<file path="src/rtl/int_claim_arbiter_if.sv">
// Interrupt claim/complete bus between the interrupt sources/CPU side and the
// arbiter. Signal directions are named from the arbiter's point of view.
//   src_irq_i     level-sensitive interrupt lines, bit k = ID k+1
//   src_en_i      per-source enable mask
//   claim_i       CPU takes the interrupt (1-cycle pulse)
//   complete_i    handler done (1-cycle pulse)
//   complete_id_i ID being completed
//   irq_o         interrupt request to CPU
//   claim_id_o    ID in service, 0 when none
//   busy_o        an interrupt is in service
//   pending_o     raw pending bits
interface int_claim_arbiter_if #(
  parameter int N_SRC = 4,
  parameter int ID_W  = 3
);
  logic [N_SRC-1:0] src_irq_i;
  logic [N_SRC-1:0] src_en_i;
  logic             claim_i;
  logic             complete_i;
  logic [ID_W-1:0]  complete_id_i;
  logic             irq_o;
  logic [ID_W-1:0]  claim_id_o;
  logic             busy_o;
  logic [N_SRC-1:0] pending_o;

  modport slave (
    input  src_irq_i, src_en_i, claim_i, complete_i, complete_id_i,
    output irq_o, claim_id_o, busy_o, pending_o
  );

  modport master (
    output src_irq_i, src_en_i, claim_i, complete_i, complete_id_i,
    input  irq_o, claim_id_o, busy_o, pending_o
  );
endinterface

</file>
<file path="src/rtl/int_claim_arbiter.sv">
// Interrupt gateway + claim/complete arbiter.
// Latches each source into a pending bit, masks with a per-source enable,
// picks the highest-ID eligible source and runs a claim/complete handshake so
// only one interrupt is in service at a time. A source cannot re-pend until its
// handler completes.
// Ports:
//   clk    clock, rising edge
//   rst_n  asynchronous active-low reset
//   bus_io arbiter side of int_claim_arbiter_if (see interface header)
module int_claim_arbiter #(
  parameter int N_SRC = 4,
  parameter int ID_W  = 3
) (
  input  logic                clk,
  input  logic                rst_n,
  int_claim_arbiter_if.slave  bus_io
);

  typedef enum logic [1:0] {
    IDLE    = 2'd0,
    NOTIFY  = 2'd1,
    SERVICE = 2'd2
  } state_t;

  state_t           state_q;
  logic [ID_W-1:0]  claim_id_q;
  logic [N_SRC-1:0] pending_q, pending_d;
  logic [N_SRC-1:0] in_service_q, in_service_d;

  logic [N_SRC-1:0] elig;
  logic [ID_W-1:0]  win_id;
  logic [N_SRC-1:0] win_oh;
  logic             claim_fire;
  logic             complete_fire;

  assign elig = pending_q & bus_io.src_en_i;

  // Fixed priority: later (higher) indices overwrite, so the highest ID wins.
  always_comb begin
    win_id = '0;
    win_oh = '0;
    for (int k = 0; k < N_SRC; k++) begin
      if (elig[k]) begin
        win_id    = ID_W'(k + 1);
        win_oh    = '0;
        win_oh[k] = 1'b1;
      end
    end
  end

  // A claim only lands if something is still eligible in that same cycle.
  assign claim_fire    = (state_q == NOTIFY) && bus_io.claim_i && (|elig);
  assign complete_fire = (state_q == SERVICE) && bus_io.complete_i &&
                         (bus_io.complete_id_i == claim_id_q);

  // Gateway: the set term looks at the registered in_service, so a source
  // completed this edge can only re-pend on the following edge. The claim
  // clear takes precedence over a same-edge set.
  always_comb begin
    pending_d = pending_q | (bus_io.src_irq_i & ~in_service_q);
    if (claim_fire) pending_d = pending_d & ~win_oh;
  end

  always_comb begin
    in_service_d = in_service_q;
    if (complete_fire)   in_service_d = '0;
    else if (claim_fire) in_service_d = win_oh;
  end

  always_ff @(posedge clk or negedge rst_n) begin
    if (!rst_n) begin
      pending_q    <= '0;
      in_service_q <= '0;
    end else begin
      pending_q    <= pending_d;
      in_service_q <= in_service_d;
    end
  end

  always_ff @(posedge clk or negedge rst_n) begin
    if (!rst_n) begin
      state_q    <= IDLE;
      claim_id_q <= '0;
    end else begin
      case (state_q)
        IDLE: begin
          if (|elig) state_q <= NOTIFY;
        end
        NOTIFY: begin
          if (claim_fire) begin
            claim_id_q <= win_id;
            state_q    <= SERVICE;
          end else if (~|elig) begin
            state_q <= IDLE;
          end
        end
        SERVICE: begin
          if (complete_fire) begin
            claim_id_q <= '0;
            state_q    <= IDLE;
          end
        end
        default: begin
          state_q    <= IDLE;
          claim_id_q <= '0;
        end
      endcase
    end
  end

  assign bus_io.irq_o      = (state_q == NOTIFY);
  assign bus_io.busy_o     = (state_q == SERVICE);
  assign bus_io.claim_id_o = claim_id_q;
  assign bus_io.pending_o  = pending_q;

endmodule

</file>
<file path="src/flat_wrapper.sv">
// flat-port wrapper written by rule: the top's interface ports become plain ports
module int_claim_arbiter_flat 
#(
  parameter int N_SRC = 4,
  parameter int ID_W  = 3
)
  (clk, rst_n, bus_io_src_irq_i, bus_io_src_en_i, bus_io_claim_i, bus_io_complete_i, bus_io_complete_id_i, bus_io_irq_o, bus_io_claim_id_o, bus_io_busy_o, bus_io_pending_o);
  int_claim_arbiter_if #(.N_SRC(N_SRC), .ID_W(ID_W)) bus_io_i ();
  input  logic clk;
  input  logic rst_n;
  input wire logic [$bits(bus_io_i.src_irq_i)-1:0] bus_io_src_irq_i;
  input wire logic [$bits(bus_io_i.src_en_i)-1:0] bus_io_src_en_i;
  input wire logic [$bits(bus_io_i.claim_i)-1:0] bus_io_claim_i;
  input wire logic [$bits(bus_io_i.complete_i)-1:0] bus_io_complete_i;
  input wire logic [$bits(bus_io_i.complete_id_i)-1:0] bus_io_complete_id_i;
  output wire logic [$bits(bus_io_i.irq_o)-1:0] bus_io_irq_o;
  output wire logic [$bits(bus_io_i.claim_id_o)-1:0] bus_io_claim_id_o;
  output wire logic [$bits(bus_io_i.busy_o)-1:0] bus_io_busy_o;
  output wire logic [$bits(bus_io_i.pending_o)-1:0] bus_io_pending_o;
  assign bus_io_i.src_irq_i = bus_io_src_irq_i;
  assign bus_io_i.src_en_i = bus_io_src_en_i;
  assign bus_io_i.claim_i = bus_io_claim_i;
  assign bus_io_i.complete_i = bus_io_complete_i;
  assign bus_io_i.complete_id_i = bus_io_complete_id_i;
  assign bus_io_irq_o = bus_io_i.irq_o;
  assign bus_io_claim_id_o = bus_io_i.claim_id_o;
  assign bus_io_busy_o = bus_io_i.busy_o;
  assign bus_io_pending_o = bus_io_i.pending_o;
  int_claim_arbiter #(.N_SRC(N_SRC), .ID_W(ID_W)) u_core (.clk(clk), .rst_n(rst_n), .bus_io(bus_io_i));
endmodule
</file>
<file path="config.mk">
export PLATFORM = sky130hd
export DESIGN_NAME = int_claim_arbiter_flat
export DESIGN_NICKNAME = d
export VERILOG_FILES = /design/src/rtl/int_claim_arbiter_if.sv /design/src/rtl/int_claim_arbiter.sv /design/src/flat_wrapper.sv
export SDC_FILE = /design/constraint.sdc
export NUM_CORES = 1
export LEC_CHECK = 0
export BUFFER_PORTS_ARGS = -buffer_cell sky130_fd_sc_hd__buf_2
export CAP_MARGIN = 30
export CORE_AREA = 3 3 40 42
export CTS_BUF_LIST = sky130_fd_sc_hd__clkbuf_8
export DETAILED_ROUTE_END_ITERATION = 12
export DIE_AREA = 0 0 43 45
export GPL_ROUTABILITY_DRIVEN = 0
export PLACE_DENSITY = 0.75
export SKIP_LAST_GASP = 1
export SLEW_MARGIN = 20
export SYNTH_ARGS = -nofsm -noshare
export SYNTH_HDL_FRONTEND = slang
export SYNTH_SLANG_ARGS = --single-unit
</file>
<file path="constraint.sdc">
create_clock -name clk -period 1.5 [get_ports clk]
set_input_delay 0.075 -clock clk [delete_from_list [all_inputs] [get_ports clk]]
set_output_delay 0.075 -clock clk [all_outputs]
set_load 0.05 [all_outputs]
</file>
==> flow_metrics.py <==
metrics = {
    "setup_path": {
        "critical_path_class": "reg -> reg",
        "setup.worst_path.end_class": "flop",
        "critPathRequiredTime_ns": 1.67,
        "reg2reg_slack_ns": 0.16,
        "worst_ep_arrival_time_ns": 1.51,
        "worstSetupStartpointType": "flop",
        "max_fanout_on_critical_path": 4,
    },
    "pwr": {
        "power.net_switching_w": 0.0008391,
        "clockPowerShare_pct": 16.6,
        "power_per_cell_area_nw_per_um2": 2090,
        "power_leakage_nw": 0.4089,
        "power_frac_seq_pct": 33.9,
        "power.combinational.fraction_pct": 49.5,
        "worst_ir_drop_vdd_uv": 1312,
        "p_int_w": 0.0009629,
        "switching_share_pct": 46.56,
    },
    "synthesis": {
        "synth_xor_xnor_area_share_pct": 4.142,
        "postSynthRegisterBits": 13,
        "synthSimpleGateAreaFrac_pct": 21.89,
        "post_syn_nets": 80,
        "synth_compound_gate_area_share_pct": 19.72,
        "synth.top_cells.by_area": "dfrtp_1 (51%), a21oi_1 (7.9%), nor2_1 (4.7%), xor2_1 (4.1%), nor4_4 (3.4%)",
        "ys_seq_area_share_pct": 51.28,
        "ys.warnings.count": 0,
        "post_synth_fa_ha_maj_area_fraction_pct": 0,
        "postSynthCellCount": 65,
        "synth.cell_area_um2": 634.4,
        "muxShareOfSynthArea_pct": 0,
        "yosys.area.top_type": "dfrtp_1",
        "synthDistinctLibCells": 20,
        "average_footprint_of_a_synthesized_cell_um2": 9.759,
        "synth_top_family_by_area": "simple AND/OR/NAND/NOR gates",
        "post-synth-top-area-fraction_pct": 51.28,
    },
    "timing": {
        "max_clock_freq_ghz": 0.7459,
        "finalCritPeriodShare_pct": 89.38,
        "timing.clock.skew_ns": 0.001671,
        "slew_viol_final": 0,
        "whs_ns": 0.08751,
        "max_slew_margin_pct": 80.52,
        "grt_setup_unrepaired": "no",
        "finalSetupViolCount": 0,
        "worst_margin_pin_slew_ns": 0.2913,
        "min_tclk_post_route_ns": 1.341,
        "report.final.hold_viol_count": 0,
    },
    "global_route": {
        "aggregate_global_route_resource_usage_pct": 17.47,
        "grt.overflow.total": 0,
        "grt_pass1_vias": 561,
        "largest_net_degree_at_the_start_of_global_routing": 14,
        "wire_length_of_the_first_global_routing_pass_mm": 2.421,
        "grt_antenna_before_repair": 0,
    },
    "detailed_routing": {
        "via_per_inst": 5.090,
        "detail-route-antenna-nets": 0,
        "avgRoutedWirePerCell_um": 13.05,
        "initialDrtViolationCount": 10,
        "totalWireLength_mm": 1.449,
        "detailedRoute.firstPassIterationCount": 3,
        "detail_route.drc_violations": 0,
        "detailroute.via_count": 565,
    },
    "cells_and_area": {
        "layout-drive-gt1-share_pct": 39.58,
        "final_cell_mix": "buf_2 (23), a21oi_1 (10), dfrtp_1 (10), nor2_1 (8), inv_1 (6)",
        "layout.filler_cells": 118,
        "mostFrequentLayoutCell": "buf_2",
        "fin_cells": 111,
        "layout-area-overhead-vs-synth_pct": 35.90,
        "insertedDiodeCount": 0,
        "final_nets": 112,
    },
    "floorplan": {
        "placementRows": 13,
        "die_area_um2": 1935,
        "start_util_pct": 49.37,
        "dieHeight_um": 45,
        "io-pin-count": 24,
        "core-area_um2": 1285,
        "die_w_um": 43,
    },
    "placed_design": {
        "portBuffers": 23,
        "place.detailed.instances": 106,
        "detailedPlacementHpwl_mm": 1.116,
    },
    "clock_tree": {
        "clockRootBuffer": "clkbuf_8",
        "cts-root-to-sink-buffers": 2,
        "cts_clk_pin_slew_worst_paths_ns": 0.05,
        "clock_sinks": 13,
        "cts-resized-gates": 0,
        "clock_tree.htree_level_count": 1,
        "tritoncts": "yes",
        "numCtsBuffers": 3,
        "clk-insertion-delay-late_ns": 0.24,
    },
    "status": {
        "result_of_the_run": "finished clean",
    },
    "hold_path": {
        "timing.hold.worst.class": "in -> reg",
    },
    "flow_run": {
        "max_cap_viol_count": 0,
    },
}
==> cell usage after synthesis <==
cell type and number:
nand3b_1 2, and2_1 2, o21a_1 1, a22oi_1 1
a31o_2 2, a32o_1 2, nand2_1 5, nand2b_1 1
a21oi_1 10, nand3_1 2, nor2_1 8, dfrtp_1 13
nor3_1 1, nor3b_1 1, xor2_1 3, a31oi_2 1
inv_1 5, nor2b_1 2, nor4_4 1, o21ai_0 2
==> layout make-up <==
class	instances	area (µm²)	share of cell area [%]
Clock inverter	1	3.754	0.4354
Clock buffer	3	41.29	4.790
Tap cell	15	18.77	2.177
Inverter	5	18.77	2.177
Timing Repair Buffer	27	147.6	17.13
Multi-Input combinational cell	47	302.8	35.12
Sequential cell	13	329.1	38.17
==> power groups by stage <==
stage / registers [W] / clock network (W) / logic (W)
floorplan: 0.000854 / 0 / 0.000423
global placement: 0.000609 / 0 / 0.000881
detailed placement: 0.000618 / 0 / 0.000891
CTS: 0.000614 / 0.000306 / 0.000901
global route: 0.000639 / 0.000325 / 0.000957
finish: 0.000611 / 0.000299 / 0.000892
==> metal layers <==
layer  wire length (µm)  global-route usage, %  part of all wire, %  up-vias
met5                  0                      0                    0        -
met2                740                  30.24                   51       15
met3                 71                  4.781                  4.9        5
li1                   -                      -                    -      292
met1                610                  19.85                   42      253
met4                 25                  9.036                  1.7        0
==> registers in the layout, summed over array words and instances, names as in the netlist <==
signal / count
u_core.state_q: 2
u_core.bus_io.claim_id_o: 3
u_core.bus_io.pending_o: 4
u_core.in_service_q: 4
==> logic make-up (layout without fill, tap and decap cells) <==
family                 count (synthesis)  after routing
AO/OA/AOI/OAI                         19             19
XOR/XNOR                               3              3
buffers and inverters                  5             36
flip-flops                            13             13
AND/OR/NAND/NOR                       25             25
==> worst paths after layout <==
check / start / end / cells past startpoint
setup / recovery: u_core.bus_io.pending_o[1]$_DFF_PN0_ / u_core.bus_io.claim_id_o[1]$_DFFE_PN0P_ / 4
hold / removal: bus_io_src_irq_i[2] / u_core.bus_io.pending_o[2]$_DFF_PN0_ / 3
setup reg to reg: u_core.bus_io.pending_o[1]$_DFF_PN0_ / u_core.bus_io.claim_id_o[1]$_DFFE_PN0P_ / 4
hold reg to reg: u_core.in_service_q[1]$_DFFE_PN0P_ / u_core.in_service_q[1]$_DFFE_PN0P_ / 2
max in group asynchronous: rst_n / u_core.bus_io.claim_id_o[1]$_DFFE_PN0P_ / 2
min in group asynchronous: rst_n / u_core.bus_io.pending_o[2]$_DFF_PN0_ / 2
==> timing repair <==
action                                 4_1_cts  5_1_grt
hold buffers                                 1        0
endpoints found under the hold margin       13        0
setup buffers                                0        0
==> stage by stage <==
step | setup TNS [ns] | area (µm²) | setup WS, ns | total power [W] | utilization [%]
after floorplan | -0.06423 | 650.6 | -0.02202 | 0.001277 | -
after global placement | 0 | 807.0 | 0.1823 | 0.001490 | 62.80
after detailed placement | 0 | 807.0 | 0.1523 | 0.001510 | 62.80
after CTS | 0 | 862.1 | 0.1432 | 0.001821 | 67.09
after global routing | 0 | 862.1 | 0.01079 | 0.001921 | 67.09
final | 0 | 862.1 | 0.1593 | 0.001802 | 67.09
==> worst max-delay path, stage by stage (launching register included) <==
cell and delay [ns]:
dfrtp_1 0.41, a22oi_2 0.27, nand3_1 0.15, a31oi_2 0.26, a32o_1 0.19
(Power assumes the default switching activity.)
